### src/rtl/apb_regfile_slave.sv
// APB4 completer: NoRegs x DataWidth register bank with WaitCycles extra ACCESS cycles.
// Optional macro AXI_APB_REGFILE_PROT_CHECK_EN rejects unprivileged writes (pprot[0]=0).
package apb_regfile_pkg;
  typedef struct packed {
    logic [31:0] paddr;
    logic [2:0]  pprot;
    logic        psel;
    logic        penable;
    logic        pwrite;
    logic [31:0] pwdata;
    logic [3:0]  pstrb;
  } apb_req_t;

  typedef struct packed {
    logic        pready;
    logic [31:0] prdata;
    logic        pslverr;
  } apb_resp_t;
endpackage

module apb_regfile_slave #(
  parameter int unsigned          NoRegs     = 16,
  parameter int unsigned          AddrWidth  = 32,
  parameter int unsigned          DataWidth  = 32,
  parameter logic [AddrWidth-1:0] BaseAddr   = '0,
  parameter int unsigned          WaitCycles = 0,
  parameter logic [DataWidth-1:0] RegRstVal  = '0,
  parameter type                  apb_req_t  = apb_regfile_pkg::apb_req_t,
  parameter type                  apb_resp_t = apb_regfile_pkg::apb_resp_t
) (
  input  logic                                clk_i,
  input  logic                                rst_ni,
  input  apb_req_t                            apb_req_i,
  output apb_resp_t                           apb_resp_o,
  input  logic [NoRegs-1:0]                   reg_ro_i,
  input  logic [NoRegs-1:0][DataWidth-1:0]    reg_d_i,
  output logic [NoRegs-1:0][DataWidth-1:0]    reg_q_o
);
  localparam int unsigned StrbWidth = DataWidth / 8;
  localparam int unsigned ByteOffW  = $clog2(StrbWidth);
  localparam int unsigned IdxW      = (NoRegs > 1) ? $clog2(NoRegs) : 1;

  typedef enum logic [1:0] {IDLE, SETUP, ACCESS} state_e;

  state_e                           r_state, w_state_cur, w_state_nxt;
  logic [7:0]                       r_cnt, w_cnt_nxt;
  logic [AddrWidth-1:0]             w_off, w_idx;
  logic [IdxW-1:0]                  w_sel;
  logic                             w_dec_err, w_ro, w_prot_err;
  logic                             w_pready, w_slverr, w_do_write;
  logic [NoRegs-1:0][DataWidth-1:0] r_regs;

  // A SETUP phase is recognised in the same cycle the requester presents it, so a
  // transfer that closes with pready returns to IDLE and the next SETUP is seen at once.
  always_comb begin
    w_state_cur = r_state;
    if (r_state == IDLE && apb_req_i.psel && !apb_req_i.penable) w_state_cur = SETUP;
  end

  assign w_pready = (r_state == ACCESS) && apb_req_i.psel && apb_req_i.penable &&
                    (r_cnt == 8'(WaitCycles));

  // NOTE: every output of a combinational block gets a default first, so no path infers a latch.
  always_comb begin
    w_state_nxt = w_state_cur;
    w_cnt_nxt   = r_cnt;
    unique case (w_state_cur)
      IDLE:  w_state_nxt = IDLE;
      SETUP: begin
        w_state_nxt = ACCESS;
        w_cnt_nxt   = '0;
      end
      ACCESS: begin
        if (!apb_req_i.psel || w_pready) begin
          w_state_nxt = IDLE;
          w_cnt_nxt   = '0;
        end else begin
          w_cnt_nxt = r_cnt + 8'd1;
        end
      end
      default: begin
        w_state_nxt = IDLE;
        w_cnt_nxt   = '0;
      end
    endcase
  end

  // NOTE: state is updated with non-blocking assignments so every flop samples pre-edge values.
  always_ff @(posedge clk_i or negedge rst_ni) begin
    if (!rst_ni) begin
      r_state <= IDLE;
      r_cnt   <= '0;
    end else begin
      r_state <= w_state_nxt;
      r_cnt   <= w_cnt_nxt;
    end
  end

  assign w_off     = apb_req_i.paddr - BaseAddr;
  assign w_idx     = w_off >> ByteOffW;
  assign w_dec_err = (apb_req_i.paddr < BaseAddr) || (w_idx >= AddrWidth'(NoRegs));
  assign w_sel     = w_idx[IdxW-1:0];
  assign w_ro      = reg_ro_i[w_sel];

`ifdef AXI_APB_REGFILE_PROT_CHECK_EN
  assign w_prot_err = apb_req_i.pwrite && !apb_req_i.pprot[0];
`else
  assign w_prot_err = 1'b0;
`endif

  assign w_slverr   = w_dec_err || (apb_req_i.pwrite && (w_ro || w_prot_err));
  assign w_do_write = w_pready && apb_req_i.pwrite && !w_slverr;

  // Response is all-zero outside the pready cycle, so no stale read data leaks.
  always_comb begin
    apb_resp_o = '0;
    if (w_pready) begin
      apb_resp_o.pready  = 1'b1;
      apb_resp_o.pslverr = w_slverr;
      if (!apb_req_i.pwrite && !w_dec_err)
        apb_resp_o.prdata = w_ro ? reg_d_i[w_sel] : r_regs[w_sel];
    end
  end

  // NOTE: the register bank is architectural state with a defined reset value, so it is reset
  // like any other flop rather than left to power-up contents.
  always_ff @(posedge clk_i or negedge rst_ni) begin
    if (!rst_ni) begin
      r_regs <= {NoRegs{RegRstVal}};
    end else if (w_do_write) begin
      for (int b = 0; b < StrbWidth; b++) begin
        if (apb_req_i.pstrb[b]) r_regs[w_sel][b*8 +: 8] <= apb_req_i.pwdata[b*8 +: 8];
      end
    end
  end

  assign reg_q_o = r_regs;

endmodule
### config.mk
export PLATFORM = sky130hd
export DESIGN_NAME = apb_regfile_slave
export DESIGN_NICKNAME = d
export VERILOG_FILES = /design/src/rtl/apb_regfile_slave.sv
export SDC_FILE = /design/constraint.sdc
export NUM_CORES = 1
export LEC_CHECK = 0
export CELL_PAD_IN_SITES_DETAIL_PLACEMENT = 1
export CELL_PAD_IN_SITES_GLOBAL_PLACEMENT = 1
export CORE_AREA = 2 2 449 451
export CTS_CLUSTER_SIZE = 40
export DETAILED_ROUTE_END_ITERATION = 8
export DIE_AREA = 0 0 451 453
export PLACE_DENSITY_LB_ADDON = 0.1
export SYNTH_ARGS = -nofsm -noshare
export SYNTH_HDL_FRONTEND = slang
export SYNTH_SLANG_ARGS = --single-unit
### constraint.sdc
create_clock -name clk_i -period 3.9 [get_ports clk_i]
set_input_delay 0.78 -clock clk_i [delete_from_list [all_inputs] [get_ports clk_i]]
set_output_delay 0.78 -clock clk_i [all_outputs]
set_load 0.05 [all_outputs]
==> results of run 1 <==
-- state kept, by name, summed over array words and instances, names as in the netlist --
| signal | flops |
|---|---|
| reg_q_o | 512 |
| r_cnt | 8 |
| r_state | 2 |
-- synth_stat cells --
cell | instances | area (um^2)
and2_1 | 1 | 6.260
nor3_1 | 4 | 20.02
buf_2 | 38 | 190.2
buf_1 | 28 | 105.1
nand2_1 | 70 | 262.8
a22oi_1 | 128 | 960.9
ha_1 | 2 | 25.02
o41ai_1 | 1 | 8.760
nor2_2 | 1 | 6.260
nand2b_1 | 5 | 31.28
buf_4 | 8 | 60.06
mux4_2 | 260 | 5856
nor3_2 | 2 | 20.02
a21bo_2 | 1 | 10.01
a21oi_1 | 33 | 165.2
nor2b_1 | 4 | 25.02
nand4_2 | 25 | 312.8
nor4_1 | 8 | 50.05
mux2_2 | 279 | 3142
mux2_1 | 233 | 2624
conb_1 | 1 | 3.750
buf_8 | 3 | 45.04
nand3_1 | 5 | 25.02
buf_6 | 2 | 22.52
a31oi_1 | 1 | 6.260
nand4_4 | 39 | 829.6
o31ai_1 | 1 | 7.510
and3b_1 | 1 | 8.760
dfrtp_1 | 522 | 13060
nor2_1 | 15 | 56.30
a22o_1 | 2 | 17.52
nand4_1 | 3 | 18.77
and3_1 | 2 | 12.51
clkbuf_1 | 76 | 285.3
o21ba_2 | 1 | 10.01
nor4bb_1 | 1 | 10.01
nor4_2 | 1 | 12.51
o21a_1 | 1 | 7.510
inv_1 | 6 | 22.52
a21o_1 | 32 | 240.2
xor2_1 | 1 | 8.760
o21ai_0 | 12 | 60.06
-- stage by stage --
step / setup WS (ns) / cells
6_report: 0.07140 / 5903
5_1_grt: -0.006285 / 5889
4_1_cts: 0.001167 / 5877
2_1_floorplan: 0.1840 / 1859
3_3_place_gp: -0.5110 / 5749
3_5_place_dp: -0.5671 / 5749
-- critical path, stage by stage --
cell and delay (ns):
clkdlybuf4s50_1 0.56, buf_4 0.17, nor2b_4 0.17, buf_4 0.15
buf_16 0.20, a22oi_1 0.17, buf_4 0.16, a21o_1 0.21
a21oi_2 0.20, buf_12 0.16
-- report_power, final --
group | internal (mW) | leakage, nW | switching, mW
logic | 1.04 | 12.5 | 0.934
clock network | 4.01 | 1.15 | 2.64
registers | 5.42 | 7.29 | 0.00223
-- final timing paths --
path / slack (ns) / to / startpoint
max: 0.07 / apb_resp_o[22] / apb_req_i[46]
min: 0.07 / reg_q_o[349] / rst_ni
max reg2reg: 0.21 / reg_q_o[235] / r_cnt[0]
min reg2reg: 0.50 / r_state[1] / r_state[1]
max in group asynchronous: 2.60 / reg_q_o[241] / rst_ni
min in group clk_i: 0.50 / r_state[1] / r_state[1]
-- metal layers --
metal	vias to the layer above	global-route usage
li1	10040	-
met3	301	0.03741
met2	869	0.3815
met4	16	0.06313
met5	-	0
met1	12990	0.1920
-- timing repair --
action	4_1_cts	5_1_grt
setup buffers	2	0
cloned	0	1
pin swaps	2	3
endpoints found under the setup margin	31	15
resized for setup	7	13
-- kinds of logic (layout without fill, tap and decap cells) --
group / count (synthesis) / after routing
flops: 522 / 522
mux: 772 / 772
xor+xnor: 1 / 1
compound gates: 213 / 213
simple gates: 187 / 187
other cells: 1 / 26
fa+ha+maj: 2 / 2
buf+inv: 161 / 1524
-- area by class of cell --
cell class | count | share of cell area
tap | 2656 | 0.06769
timing repair buffer | 1392 | 0.3086
antenna | 25 | 0.001274
clock inverter | 13 | 0.002905
clock buffer | 113 | 0.04504
inverter | 6 | 0.0004588
sequential | 522 | 0.2661
multi-input combinational | 1176 | 0.3080
==> metrics, run 1 <==
outcome finished, final reports clean; fin crit share 0.9817; Post-Synthesis Cells 1859; most common cell after layout, fill and taps aside clkdlybuf4s50_1; htree depth 3; Fillers 21540; Hold Worst Slack a little under 0.07 ns; critical path required time ~3.1 ns; Compound-Gate Fraction of Synth Area 0.05214; CTS tree yes; syn avg cell area about 15 um^2; drt total wl about 200000 um; hpwl dp 163000 um; Final Wtd Congestion about 0.95; Die Ht between 400 and 500 um; yosys warns 0; FP Rows roughly 160; first-pass GRT wire length around 260000 um; Initial Util 0.1438; Core Util, Final 0.2464; DRT met1 WL about 70000 um; Register-to-Register Path Depth 11; GRT Total Usage 0.1900; Post-route DRC 0; Tightest Pin Transition about 1.0 ns; Mapped Nets approximately 2500; Met3 Wirelength 9076 um; Worst Skew ~0.021 ns; Placeable Area between 0.15 and 0.2 mm^2; Die X between 400 and 500 um; WL/cell 33.88 um; Port Buffers 1144; Peak VDD IR around 0.26 mV; Top Ports 1150; Storage cell area roughly 0.013 mm^2; initial antenna violation count 90; Worst slew margin 0.3017; area share of and/or/nand/nor cells after synthesis 0.05960; WL met2 roughly 110000 um; routed vias/inst just over 4; CTS max path bufs 3; post-synthesis mux area share 0.4056; critical path class primary input to output pin; largest family of logic cells by synthesized area multiplexers; full die area around 0.2 mm^2; FF+latch count, synth 522; gr ovfl total 0; setup tns final 0 ns; First DRT Iteration DRCs ~1000; fin crit period ~3.8 ns; fin. max-slew vios 0; CTS root buf clkbuf_16; unrepaired setup endpoints after global routing yes; PwrDens between 200 and 300 mW/mm^2; area of the multi-input gates about 0.015 mm^2; Crit path arrival time roughly 3.1 ns; HP Class primary input to asynchronous set/reset pin; DR top layer met5; DR vias roughly 24000; adder-cell share of the synthesized area 0.0008733; Routed Antenna Nets 0; Worst Path Max Fanout 37; critical path startpoint category primary input; Achievable Freq between 0.2 and 0.3 GHz; First-pass DRT Iterations 4; Cell Area, Placed approximately 0.047 mm^2; Design Power around 14 mW; # setup viols final 0; largest net degree at the start of global routing slightly above 90; Final Hold Vio Count 0; Max-cap violations 0; CTS Sinks 522; area growth from synthesis to layout 71.33%; static leakage ~21 nW; fraction of layout cells with a size suffix above 1 0.3281; final non-filler cell area 0.04909 mm^2; vias in the first global route between 20000 and 30000; clock latency on the worst-skew pair between 0.6 and 0.7 ns; cts hold-fix bufs 0; Final #Nets 3775; Seq/Total Area, Yosys 0.4559; commonest non-fill, non-tap cells in the layout 1104 x clkdlybuf4s50_1, 522 x dfrtp_1, 279 x mux2_2; Post-Synth XOR/XNOR Area 0.0003057; CP endpoint kind output pin; Netlist Area Pre-Place ~0.029 mm^2; Worst-path clk slew about 0.050 ns; unique cell type count in the Yosys netlist 42; CTS buffer count 71
Power figures use the tool's default switching activity.
==> run 2, diff against run 1 <==
--- a/config.mk
+++ b/config.mk
@@ -8,8 +8,8 @@
 export CELL_PAD_IN_SITES_DETAIL_PLACEMENT = 1
 export CELL_PAD_IN_SITES_GLOBAL_PLACEMENT = 1
-export CORE_AREA = 2 2 449 451
+export CORE_AREA = 5 5 439 441
 export CTS_CLUSTER_SIZE = 40
 export DETAILED_ROUTE_END_ITERATION = 8
-export DIE_AREA = 0 0 451 453
+export DIE_AREA = 0 0 444 446
 export PLACE_DENSITY_LB_ADDON = 0.1
 export SYNTH_ARGS = -nofsm -noshare
==> constraint.sdc (replaced) <==
create_clock -name clk_i -period 3.9 [get_ports clk_i]
set_input_delay 1.17 -clock clk_i [delete_from_list [all_inputs] [get_ports clk_i]]
set_output_delay 1.17 -clock clk_i [all_outputs]
set_load 0.05 [all_outputs]
==> metrics, run 2 (synthesized netlist as in run 1, its figures left out) <==
outcome finished with violations; failing checks setup timing; fraction of layout cells with a size suffix above 1 0.3656; P_sw about 3.7 mW; Achievable Freq around 0.23 GHz; First DRT Iteration DRCs between 1000 and 1500; critical path required time between 2 and 3 ns; Largest register FFs around 510; vias in the first global route around 27000; hpwl dp ~150000 um; Sw Ratio 0.2556; FP Rows 160; Worst-path clk slew 0.06 ns; Placeable Area about 0.19 mm^2; slowest cell delay on critical path 0.51 ns; area growth from synthesis to layout 76.56%; fin crit share 1.115; Routed Antenna Nets 0; Initial Util 0.1518; cell mode on critical path buf_12; Port Buffers about 1100; CTS root buf clkbuf_16; Peak VDD IR between 0.2 and 0.3 mV; Internal about 11 mW; routed vias/inst roughly 4.2; Cell Area, Placed ~0.047 mm^2; Final Hold Vio Count 0; unrepaired setup endpoints after global routing yes; first-pass GRT wire length 253800 um; CP endpoint kind output pin; Worst Skew 0.02049 ns; final non-filler cell area between 0.05 and 0.06 mm^2; static leakage about 22 nW; Final Wtd Congestion slightly below 0.9; critical path class primary input to output pin; Die Ht between 400 and 500 um; critical path cell sequence bufbuf_16, mux4_2, a22o_1, nor2_4, buf_12, buf_16, buf_12, a21o_1, a21oi_4, buf_12; FF-to-FF setup slack 0.63 ns; Top Ports between 1000 and 1500; Tightest Pin Transition between 0.7 and 0.8 ns; CP max stage cell mux4_2; fin. max-slew vios 0; most common cell after layout, fill and taps aside clkdlybuf4s50_1; GRT Total Usage 0.1861; PwrDens approximately 280 mW/mm^2; Register-to-Register Path Depth 12; Worst slew margin 0.4960; full die area around 0.2 mm^2; DR vias 24260; WL/cell approximately 33 um; First-pass DRT Iterations 5; Comb pwr share 0.154; Reg-to-Reg Start r_cnt[0]; # setup viols final 33; gr ovfl total 0; HP Class primary input to asynchronous set/reset pin; fin crit period 4.350 ns; Post-route DRC 0; Die X between 400 and 500 um; clock network fraction of total power 0.467; CTS Sinks 522; commonest non-fill, non-tap cells in the layout 1085 x clkdlybuf4s50_1, 522 x dfrtp_1, 279 x mux2_2; Reg power frac 0.378; cts hold-fix bufs 0; CTS buffer count 70; final worst-path setup slack -0.4497 ns; Max-cap violations 0; Crit path arrival time around 3.2 ns; initial antenna violation count 56; Final #Nets around 3900; largest net degree at the start of global routing between 80 and 90; critical path startpoint category primary input; CTS tree yes; Worst Path Max Fanout 8; CTS max path bufs 3; drt total wl 193300 um; clock latency on the worst-skew pair 0.67 ns; Hold Worst Slack between 0.4 and 0.5 ns; htree depth 3; setup tns final -14.05 ns; RR Endpoint reg_q_o[507]; Core Util, Final 0.2680
run 2: cell type report:
cell class | instances | area (um^2)
Clock buffer | 101 | 2052
Fill cell | 20320 | 138200
Timing Repair Buffer | 1468 | 16240
Tap cell | 2511 | 3142
Clock inverter | 26 | 306.5
Inverter | 6 | 22.52
Antenna cell | 29 | 72.57
Sequential cell | 522 | 13060
Multi-Input combinational cell | 1176 | 15700
run 2: stage by stage:
step | worst slack, ns | total power [mW] | instances
after floorplan | -0.2345 | 6.282 | 1859
after global placement | -0.8567 | 7.534 | 5629
after detailed placement | -0.8734 | 7.553 | 5629
after CTS | -0.5758 | 14.57 | 5789
after global routing | -0.5212 | 14.92 | 5838
final | -0.4497 | 14.33 | 5839
run 2: worst max path at each step:
stage / start / to / slack, ns / cells past startpoint
after global routing: apb_req_i[44] / apb_resp_o[23] / -0.52 / 10
after floorplan: apb_req_i[44] / apb_resp_o[10] / -0.23 / 9
after global placement: apb_req_i[44] / apb_resp_o[26] / -0.86 / 11
after CTS: apb_req_i[44] / apb_resp_o[27] / -0.58 / 11
final: apb_req_i[44] / apb_resp_o[23] / -0.45 / 10
after detailed placement: apb_req_i[44] / apb_resp_o[26] / -0.87 / 11
run 2: worst max-delay path, delay by kind of cell:
kind                   cells  cell delay, ns
buffers and inverters      5            0.89
muxes                      1            0.51
AOI/OAI and AO/OA          3            0.48
and+or+nand+nor            1            0.11
run 2: layer usage:
metal / track usage / part of all wire
met2: 0.3388 / 0.53
met5: 0 / 0.00039
met1: 0.2012 / 0.37
met4: 0.08811 / 0.044
met3: 0.04715 / 0.057
run 2: power by group through the flow:
stage / Clock [mW] / Combinational (mW) / Sequential (mW)
floorplan: 0 / 0.762 / 5.52
global placement: 0 / 2.01 / 5.52
detailed placement: 0 / 2.03 / 5.52
CTS: 6.97 / 2.18 / 5.42
global route: 7.16 / 2.34 / 5.42
finish: 6.70 / 2.21 / 5.42
run 2: repair_timing:
item,in CTS,in global routing
resized for setup,74,72
pin swaps,15,29
hold endpoints to repair,0,0
gates cloned,5,9
endpoints found under the setup margin,33,33
setup buffers,29,16
